--- src/rtl/io_map_pkg.sv ---
// io_map_pkg: shared IO address map and read-select encoding for the
// input responder slice.
//   IO_SW_BASE   - base of the switch register region (addr[7:4]==7)
//   IO_BTN_EVT   - address of the read-to-clear button event register
//   SW_OFF_LEVEL - offset of the debounced switch levels in the switch region
//   SW_OFF_BTN   - offset of the debounced button levels in the switch region
//   IO_DW        - IO data width
package io_map_pkg;

  localparam int unsigned IO_DW        = 16;
  localparam logic [7:0]  IO_SW_BASE   = 8'h70;
  localparam logic [7:0]  IO_BTN_EVT   = 8'h80;
  localparam logic [3:0]  SW_OFF_LEVEL = 4'h0;
  localparam logic [3:0]  SW_OFF_BTN   = 4'h4;

  typedef enum logic [2:0] {
    RD_NONE,
    RD_SW_LEVEL,
    RD_BTN_LEVEL,
    RD_BTN_EVT,
    RD_ZERO
  } rd_sel_e;

endpackage

--- src/rtl/io_debounce_bit.sv ---
// io_debounce_bit: two-flop synchroniser plus tick-based debounce for one pin.
// Ports:
//   clock  - system clock
//   reset  - synchronous, active-high reset
//   tick   - shared debounce sample strobe (1 cycle wide)
//   pin    - raw asynchronous input
//   level  - debounced level
module io_debounce_bit #(
  parameter int unsigned STABLE_TICKS = 10
) (
  input  logic clock,
  input  logic reset,
  input  logic tick,
  input  logic pin,
  output logic level
);

  localparam int unsigned CW = $clog2(STABLE_TICKS + 1);

  logic          r_sync1;
  logic          r_sync2;
  logic          r_level;
  logic [CW-1:0] r_cnt;

  always_ff @(posedge clock) begin
    if (reset) begin
      r_sync1 <= 1'b0;
      r_sync2 <= 1'b0;
      r_level <= 1'b0;
      r_cnt   <= '0;
    end else begin
      r_sync1 <= pin;
      r_sync2 <= r_sync1;
      if (r_sync2 == r_level) begin
        r_cnt <= '0;
      end else if (tick) begin
        // This tick is the STABLE_TICKS-th mismatching one: accept the new
        // level and clear the counter in the same cycle.
        if (r_cnt == CW'(STABLE_TICKS - 1)) begin
          r_level <= r_sync2;
          r_cnt   <= '0;
        end else begin
          r_cnt <= r_cnt + 1'b1;
        end
      end
    end
  end

  assign level = r_level;

endmodule

--- src/rtl/io_input_responder.sv ---
// io_input_responder: responder end of the CPU IO read path. Debounces board
// switches and buttons, latches button presses as sticky read-to-clear event
// flags, and returns registered 16-bit read data on SwitchCtrl/ButtonCtrl.
// Optional feature macro: IO_INPUT_IRQ_EN adds the `irq` output (OR of the
// event flags, registered).
// Ports:
//   clock      - system clock
//   reset      - synchronous, active-high reset
//   SwitchCtrl - switch-region chip select (addr[7:4]==7 read)
//   ButtonCtrl - button event register chip select (addr==0x80 read)
//   addr_low   - register select within the switch region
//   switch_i   - raw switch pins
//   button_i   - raw button pins, active high
//   io_rdata   - registered read data, valid one cycle after the select
//   irq        - (IO_INPUT_IRQ_EN only) pending-event interrupt
module io_input_responder
  import io_map_pkg::*;
#(
  parameter int unsigned N_SW         = 16,
  parameter int unsigned N_BTN        = 5,
  parameter int unsigned TICK_DIV     = 100000,
  parameter int unsigned STABLE_TICKS = 10
) (
  input  logic             clock,
  input  logic             reset,
  input  logic             SwitchCtrl,
  input  logic             ButtonCtrl,
  input  logic [3:0]       addr_low,
  input  logic [N_SW-1:0]  switch_i,
  input  logic [N_BTN-1:0] button_i,
  output logic [IO_DW-1:0] io_rdata
`ifdef IO_INPUT_IRQ_EN
  ,
  output logic             irq
`endif
);

  localparam int unsigned PW = $clog2(TICK_DIV);

  logic [PW-1:0]    r_presc;
  logic             w_tick;
  logic [N_SW-1:0]  w_sw_lvl;
  logic [N_BTN-1:0] w_btn_lvl;
  logic [N_BTN-1:0] r_btn_prev;
  logic [N_BTN-1:0] w_btn_rise;
  logic [N_BTN-1:0] r_evt;
  logic [IO_DW-1:0] r_rdata;
  logic [IO_DW-1:0] w_sw_ext;
  logic [IO_DW-1:0] w_btn_ext;
  logic [IO_DW-1:0] w_evt_ext;
  rd_sel_e          w_sel;

  // Prescaler: 0..TICK_DIV-1, tick on the terminal count.
  assign w_tick = (r_presc == PW'(TICK_DIV - 1));

  always_ff @(posedge clock) begin
    if (reset || w_tick) begin
      r_presc <= '0;
    end else begin
      r_presc <= r_presc + 1'b1;
    end
  end

  for (genvar i = 0; i < N_SW; i++) begin : g_sw
    io_debounce_bit #(.STABLE_TICKS(STABLE_TICKS)) u_db (
      .clock (clock),
      .reset (reset),
      .tick  (w_tick),
      .pin   (switch_i[i]),
      .level (w_sw_lvl[i])
    );
  end

  for (genvar i = 0; i < N_BTN; i++) begin : g_btn
    io_debounce_bit #(.STABLE_TICKS(STABLE_TICKS)) u_db (
      .clock (clock),
      .reset (reset),
      .tick  (w_tick),
      .pin   (button_i[i]),
      .level (w_btn_lvl[i])
    );
  end

  assign w_btn_rise = w_btn_lvl & ~r_btn_prev;

  always_comb begin
    w_sel = RD_NONE;
    if (ButtonCtrl) begin
      w_sel = RD_BTN_EVT;
    end else if (SwitchCtrl) begin
      case (addr_low)
        SW_OFF_LEVEL: w_sel = RD_SW_LEVEL;
        SW_OFF_BTN:   w_sel = RD_BTN_LEVEL;
        default:      w_sel = RD_ZERO;
      endcase
    end
  end

  always_comb begin
    w_sw_ext             = '0;
    w_sw_ext[N_SW-1:0]   = w_sw_lvl;
    w_btn_ext            = '0;
    w_btn_ext[N_BTN-1:0] = w_btn_lvl;
    w_evt_ext            = '0;
    w_evt_ext[N_BTN-1:0] = r_evt;
  end

  always_ff @(posedge clock) begin
    if (reset) begin
      r_rdata    <= '0;
      r_evt      <= '0;
      r_btn_prev <= '0;
    end else begin
      r_btn_prev <= w_btn_lvl;
      case (w_sel)
        RD_SW_LEVEL:  r_rdata <= w_sw_ext;
        RD_BTN_LEVEL: r_rdata <= w_btn_ext;
        RD_BTN_EVT:   r_rdata <= w_evt_ext;
        RD_ZERO:      r_rdata <= '0;
        default:      r_rdata <= r_rdata;
      endcase
      // A rise landing on the clearing read survives: the read returns the
      // pre-set flags and the new event stays pending.
      if (w_sel == RD_BTN_EVT) begin
        r_evt <= w_btn_rise;
      end else begin
        r_evt <= r_evt | w_btn_rise;
      end
    end
  end

  assign io_rdata = r_rdata;

`ifdef IO_INPUT_IRQ_EN
  logic r_irq;

  always_ff @(posedge clock) begin
    if (reset) begin
      r_irq <= 1'b0;
    end else begin
      r_irq <= |r_evt;
    end
  end

  assign irq = r_irq;
`endif

endmodule

--- config.mk ---
export PLATFORM = sky130hd
export DESIGN_NAME = io_input_responder
export DESIGN_NICKNAME = d
export VERILOG_FILES = /design/src/rtl/io_map_pkg.sv /design/src/rtl/io_debounce_bit.sv /design/src/rtl/io_input_responder.sv
export SDC_FILE = /design/constraint.sdc
export NUM_CORES = 1
export LEC_CHECK = 0
export CAP_MARGIN = 25
export CORE_MARGIN = 2
export CORE_UTILIZATION = 30
export DETAILED_ROUTE_END_ITERATION = 12
export MAX_ROUTING_LAYER = met4
export SLEW_MARGIN = 25
export SYNTH_ARGS = -nofsm -noshare
export SYNTH_HDL_FRONTEND = slang
export SYNTH_SLANG_ARGS = --single-unit
--- constraint.sdc ---
create_clock -name clock -period 2.1 [get_ports clock]
set_input_delay 0.315 -clock clock [delete_from_list [all_inputs] [get_ports clock]]
set_output_delay 0.315 -clock clock [all_outputs]
set_load 0.1 [all_outputs]
; ---- Word-level counts from Yosys, hierarchy flattened
; Cells that the tools add are included.
[word_totals]
out_inout_bits = 16
latch_bits = 0
regBits = 190
memories = 0
mem_bits_rw = 0
rom_bits = 0
[classes]
n_reduce_logical = 45
n_mul = 0
n_eq_ne = 48
addsub = 22
n_div = 0
n_shift = 0
n_lt_le_gt_ge = 0
mux = 26
bitwise_logic = 24
[ops]
columns = op, count
row1 = "adder 4 x 1 -> 4 bit, second input constant", 21
row2 = "equality test 4 bit, second input constant", 21
row3 = two-way mux 4 bit, 21
row4 = case mux 16 bit (4 select lines), 1
row5 = AND reduction 3 bit, 21
row6 = OR reduction 2 bit, 21
row7 = equality test 1 bit, 21
row8 = NOT 1 bit, 21
row9 = "adder 17 x 1 -> 17 bit, second input constant", 1
row10 = "equality test 17 bit, second input constant", 1
row11 = "equality test 3 x 2 -> 1 bit, second input constant", 2
row12 = two-way mux 3 bit, 2
row13 = case mux 3 bit (2 select lines), 1
row14 = bitwise AND 5 bit, 1
row15 = two-way mux 5 bit, 1
row16 = NOT 5 bit, 1
row17 = bitwise OR 5 bit, 1
row18 = "equality test 4 x 3 -> 1 bit, second input constant", 1
row19 = zero test 4 bit, 1
row20 = nonzero test 4 bit, 1
row21 = "equality test 3 x 1 -> 1 bit, second input constant", 1
row22 = "equality test 3 bit, second input constant", 1
row23 = logical OR 1 bit, 1

; ---- Longest topological paths before layout
[depth]
depth_word = 6
ltp_mapped = 7

; ---- Cells and area by module
; Synthesis repeated with hierarchy kept, for this count alone.
[hier_totals]
hier_cells = 832
area_unflattened_um2 = 7925.1
[by_module_without_submodules]
columns = mod, seq_area_each_um2, n_inst, cells_each, area_each_um2
row1 = io_debounce_bit, 140.1, 21, 30, 290.3
row2 = io_input_responder, 860.8, 1, 202, 1829.3

; ---- Worst setup path before layout
; No wires, ideal clock.
[synth_timing]
kind = flip-flop to flip-flop
startpoint = register r_presc[0]
endpoint = register g_btn[3].u_db.r_level
setup_time_ns = 0.121
slack_ns = 0.323
t_arrival_ns = 1.656
n_path_buf = 1
required_time_ns = 1.979
stages_incl_launch_ff = 7
path_cell_list = dfxtp_1 > ha_1 > and4_1 > nand4_4 > buf_6 > nor4b_2 > mux2_2
[synth_via]
elab_chain_cells = 2
[synth_lines]
columns = element, line_no
row1 = from (decl), io_input_responder.sv:40  ; logic [PW-1:0] r_presc;
row2 = from (signal assigned), io_input_responder.sv:60  ; r_presc <= r_presc + 1'b1;
row3 = equality test 17 bit, io_input_responder.sv:54  ; assign w_tick = (r_presc == PW'(TICK_DIV - 1));
row4 = AND reduction 3 bit (no source line), -
row5 = to (signal assigned), io_debounce_bit.sv:40  ; r_level <= r_sync2;
row6 = to (decl), io_debounce_bit.sv:22  ; logic r_level;
; Every way passes these cells.
; A chain may end at the register's enable or synchronous reset.

; ---- Final worst setup path
[layout_timing]
startpoint = register r_presc[0]
endpoint = register g_sw[14].u_db.r_cnt[2]
[layout_via]
elab_chain_cells = 1
[layout_lines]
columns = element, line_no
row1 = equality test 17 bit, io_input_responder.sv:54
row2 = to (signal assigned), io_debounce_bit.sv:43  ; r_cnt <= r_cnt + 1'b1;
row3 = to (decl), io_debounce_bit.sv:23  ; logic [CW-1:0] r_cnt;
; Every way passes these cells.

==> summary by stage <==
Outcome
The flow ran to the end, and the final reports show no timing, DRC or antenna violations.

Die
The initialized floorplan defines 61 standard-cell rows. The number of primary I/O pins is 45. The floorplan step defined a die boundary enclosing 30,000 um^2. The effective utilization at floorplan is 0.307. The die outline width is 173 um.

The die boundary height is 173 um. The core region is 28,000 um^2.

Min path
The worst min-delay path category is in -> reg. The cell count of the worst hold path is 2.

Power and ir drop
Across the VDD grid, the largest voltage drop is 0.482 mV. The power per cell area is 706 nW/um^2. Power comes to 7.17 mW. The standby leakage power is 3.29 nW.

Setup path
Data on the critical path is required at its endpoint by 2.47 ns. The number of cell instances on the worst register-to-register path is 6. The endpoint arrival time on the critical path is 2.32 ns. The classification of the worst setup path is reg -> reg. The critical path capture point type is a flop. Of all nets on the critical path, the largest fanout is 35. The startpoint type of the worst setup path is a flop.

Detailed routing
The detailed-route wire length per cell is 13.4 um. The detailed router's first-iteration violation count is 409. In the routed layout, each cell is associated on average with a via count of 4.92.

The routed layout has 6,921 vias. The post-detailed-route count of antenna-violating nets is 0. The final routed DRC violation total is 0.

The number of search-and-repair iterations in the first detailed-routing pass is 4. The total length of routed wires is 18,900 um.

Place
The placed instances occupy a cell area of 9590 um^2. The HPWL after detailed placement is 12,700 um. Buffers placed on the I/O ports in this run total 44.

The last weighted congestion value of the routability-driven placer is 0.805.

Timing
The clock skew is 0.00970 ns. The number of hold violations in the final report was 0. Setup violations remaining at the end of the flow were counted as 0. Based on the critical path, the design can be clocked at up to 512 MHz.

For the pin with the worst max-slew slack, the measured transition is 0.634 ns. The routed design could run at a clock period as short as 1.95 ns. Measured against its own limit, the worst slew margin works out to 0.577.

Setup repair after global routing left no endpoint under its margin. The final clock period utilization by the worst path is 0.930. The final-report max-slew violation count is 0.

Clock network
Post-CTS timing repair inserted 0 buffers for setup. The root buffer cell is sky130_fd_sc_hd__clkbuf_16. In this run the number of H-tree levels came out at 4.

The clock passes through at most 2 buffers. TritonCTS built the clock tree. Buffers inserted during clock tree synthesis total 17. The hold-fix buffer count after cts is 0. The clock-pin transition on the worst setup and hold timing paths is 0.07 ns. In this run, post-CTS repair resized a total of 0 instances.

The clock net in this run drives a total of 190 sinks. The clock latency reported for the late side of the worst-skew pair is 0.43 ns.

Global routing
Entering global routing, the biggest net connects 44 pins. The via count of the first global-routing pass is 6,376. The initial antenna violation count is 0.

The global-route wire length before repair is 31,800 um. The global route total overflow is 0. In the global route stage, overall resource usage came out at 0.131.

Yosys
Counting flops with a built-in enable in the synthesized netlist gives 0. Counting distinct cell types in the post-synthesis netlist gives 43. The most common cell in the netlist is sky130_fd_sc_hd__dfxtp_1. During synthesis, Yosys emitted a total of 0 warnings. The mapped netlist covers 8600 um^2. Synthesis inferred 190 register bits. The commonest cells after synthesis are sky130_fd_sc_hd__dfxtp_1 (190), sky130_fd_sc_hd__nor2b_1 (107), sky130_fd_sc_hd__nor2_1 (85). The share of flip-flops with an asynchronous set or reset after synthesis is 0. When the netlist entered floorplanning its net count stood at 996. The post-synthesis instance total is 966.

The sequential cell area fraction in the yosys report is 0.442. sky130_fd_sc_hd__dfxtp_1 takes more of the synthesized area than any other cell. The average instance in the mapped netlist occupies 8.91 um^2. The top cell type's share of synthesized area is 0.442. Yosys attributes the largest share of cell area to sky130_fd_sc_hd__dfxtp_1 (44%), sky130_fd_sc_hd__nor2b_1 (7.8%), sky130_fd_sc_hd__xnor2_1 (5.4%). For this run, the leading register cell type out of synthesis is sky130_fd_sc_hd__dfxtp_1.

Finish
The layout-stage area growth over the synthesis result is 18.2%. The number of antenna diodes is 0. In the final layout, the share of cells above drive strength 1 is 0.109. After the last flow step, the layout net total stands at 1,046. The final instance area is 10,200 um^2.

Job
The tool flagged a number of max-cap violations equal to 0.
placed cells by master, fill, tap and decap left out, drive strengths merged, types with 5 or more instances in the layout:
master	netlist	routed
nand4	28	28
nand2	62	62
buf	16	51
o21bai	5	5
clkbuf	31	19
a31oi	14	14
nor2	85	85
nor2b	107	107
nand4b	22	22
o21ai	18	18
nor3	14	14
clkdlybuf4s50	0	27
nand3	22	22
a311o	9	9
nand2b	15	15
clkinv	0	6
or4	22	22
o211ai	21	21
a22o	11	11
o41ai	18	18
o311ai	24	24
o31ai	21	21
nor4b	6	6
nand3b	36	36
or2	23	23
dfxtp	190	190
a21oi	32	32
nor4	6	6
inv	42	45
xnor2	53	53
flip-flops by register name, summed over array words and instances, names as in the netlist, 16 cells and up:
signal and cells:
r_presc 17, g_btn.u_db.r_cnt 20, g_sw.u_db.r_sync1 16, g_sw.u_db.level 16, g_sw.u_db.r_sync2 16, g_sw.u_db.r_cnt 64
io_rdata 16
kinds of logic after synthesis:
logic type | synth area share
DFF | 0.442
buffers and inverters | 0.0438
and+or+nand+nor | 0.306
muxes | 0.00364
AOI/OAI and AO/OA | 0.145
xor gates and xnor gates | 0.0580
adders and majority gates | 0.00145
per-layer routing:
| metal | vias up | part of all wire | global-route usage | wire length, um |
|---|---|---|---|---|
| met2 | 104 | 0.44 | 0.200 | 8390 |
| met4 | 0 | 0.021 | 0.0491 | 403 |
| li1 | 3558 | - | - | - |
| met1 | 3240 | 0.50 | 0.171 | 9490 |
| met3 | 19 | 0.030 | 0.0246 | 567 |
| met5 | - | 0 | - | 0 |
worst max-delay path, stage by stage (launching register included):
cell	delay, ns
sky130_fd_sc_hd__dfxtp_1	0.38
sky130_fd_sc_hd__ha_2	0.23
sky130_fd_sc_hd__and4_1	0.25
sky130_fd_sc_hd__nand4_4	0.14
sky130_fd_sc_hd__buf_4	0.29
sky130_fd_sc_hd__or4_1	0.53
sky130_fd_sc_hd__nand2_1	0.08
metrics by stage:
stage                     hold slack, ns   util  setup slack (ns)  cells  setup TNS, ns
after floorplan                    0.414      -             0.323    966              0
after global placement             0.418  0.342           -0.0323   1375         -0.339
after detailed placement           0.422  0.342           -0.0301   1375         -0.265
after CTS                          0.294  0.363             0.121   1406              0
after global routing               0.306  0.363            0.0166   1406              0
final                              0.300  0.363             0.146   1406              0
power by group:
| group | switching, mW | internal [mW] |
|---|---|---|
| sequential | 0.0238 | 3.65 |
| clock | 1.42 | 1.79 |
| combinational | 0.155 | 0.137 |
cell type report:
cell class | count | area (um^2)
clock inverter | 12 | 135
tap | 378 | 473
fill | 2877 | 17800
timing repair buffer | 78 | 728
clock buffer | 19 | 443
multi-input combinational | 687 | 4430
inverter | 42 | 158
sequential | 190 | 3800
worst paths after layout:
check	startpoint	end	slack [ns]
worst max-delay path	r_presc[0]$_SDFF_PP0_	g_sw[14].u_db.r_cnt[2]$_SDFFE_PP0P_	0.15
worst max register to register	r_presc[0]$_SDFF_PP0_	g_sw[14].u_db.r_cnt[2]$_SDFFE_PP0P_	0.15
worst min register to register	g_sw[15].u_db.r_sync1$_SDFF_PP0_	g_sw[15].u_db.r_sync2$_SDFF_PP0_	0.43
worst min-delay path	reset	g_sw[4].u_db.r_sync1$_SDFF_PP0_	0.30
Power figures use the tool's default switching activity.
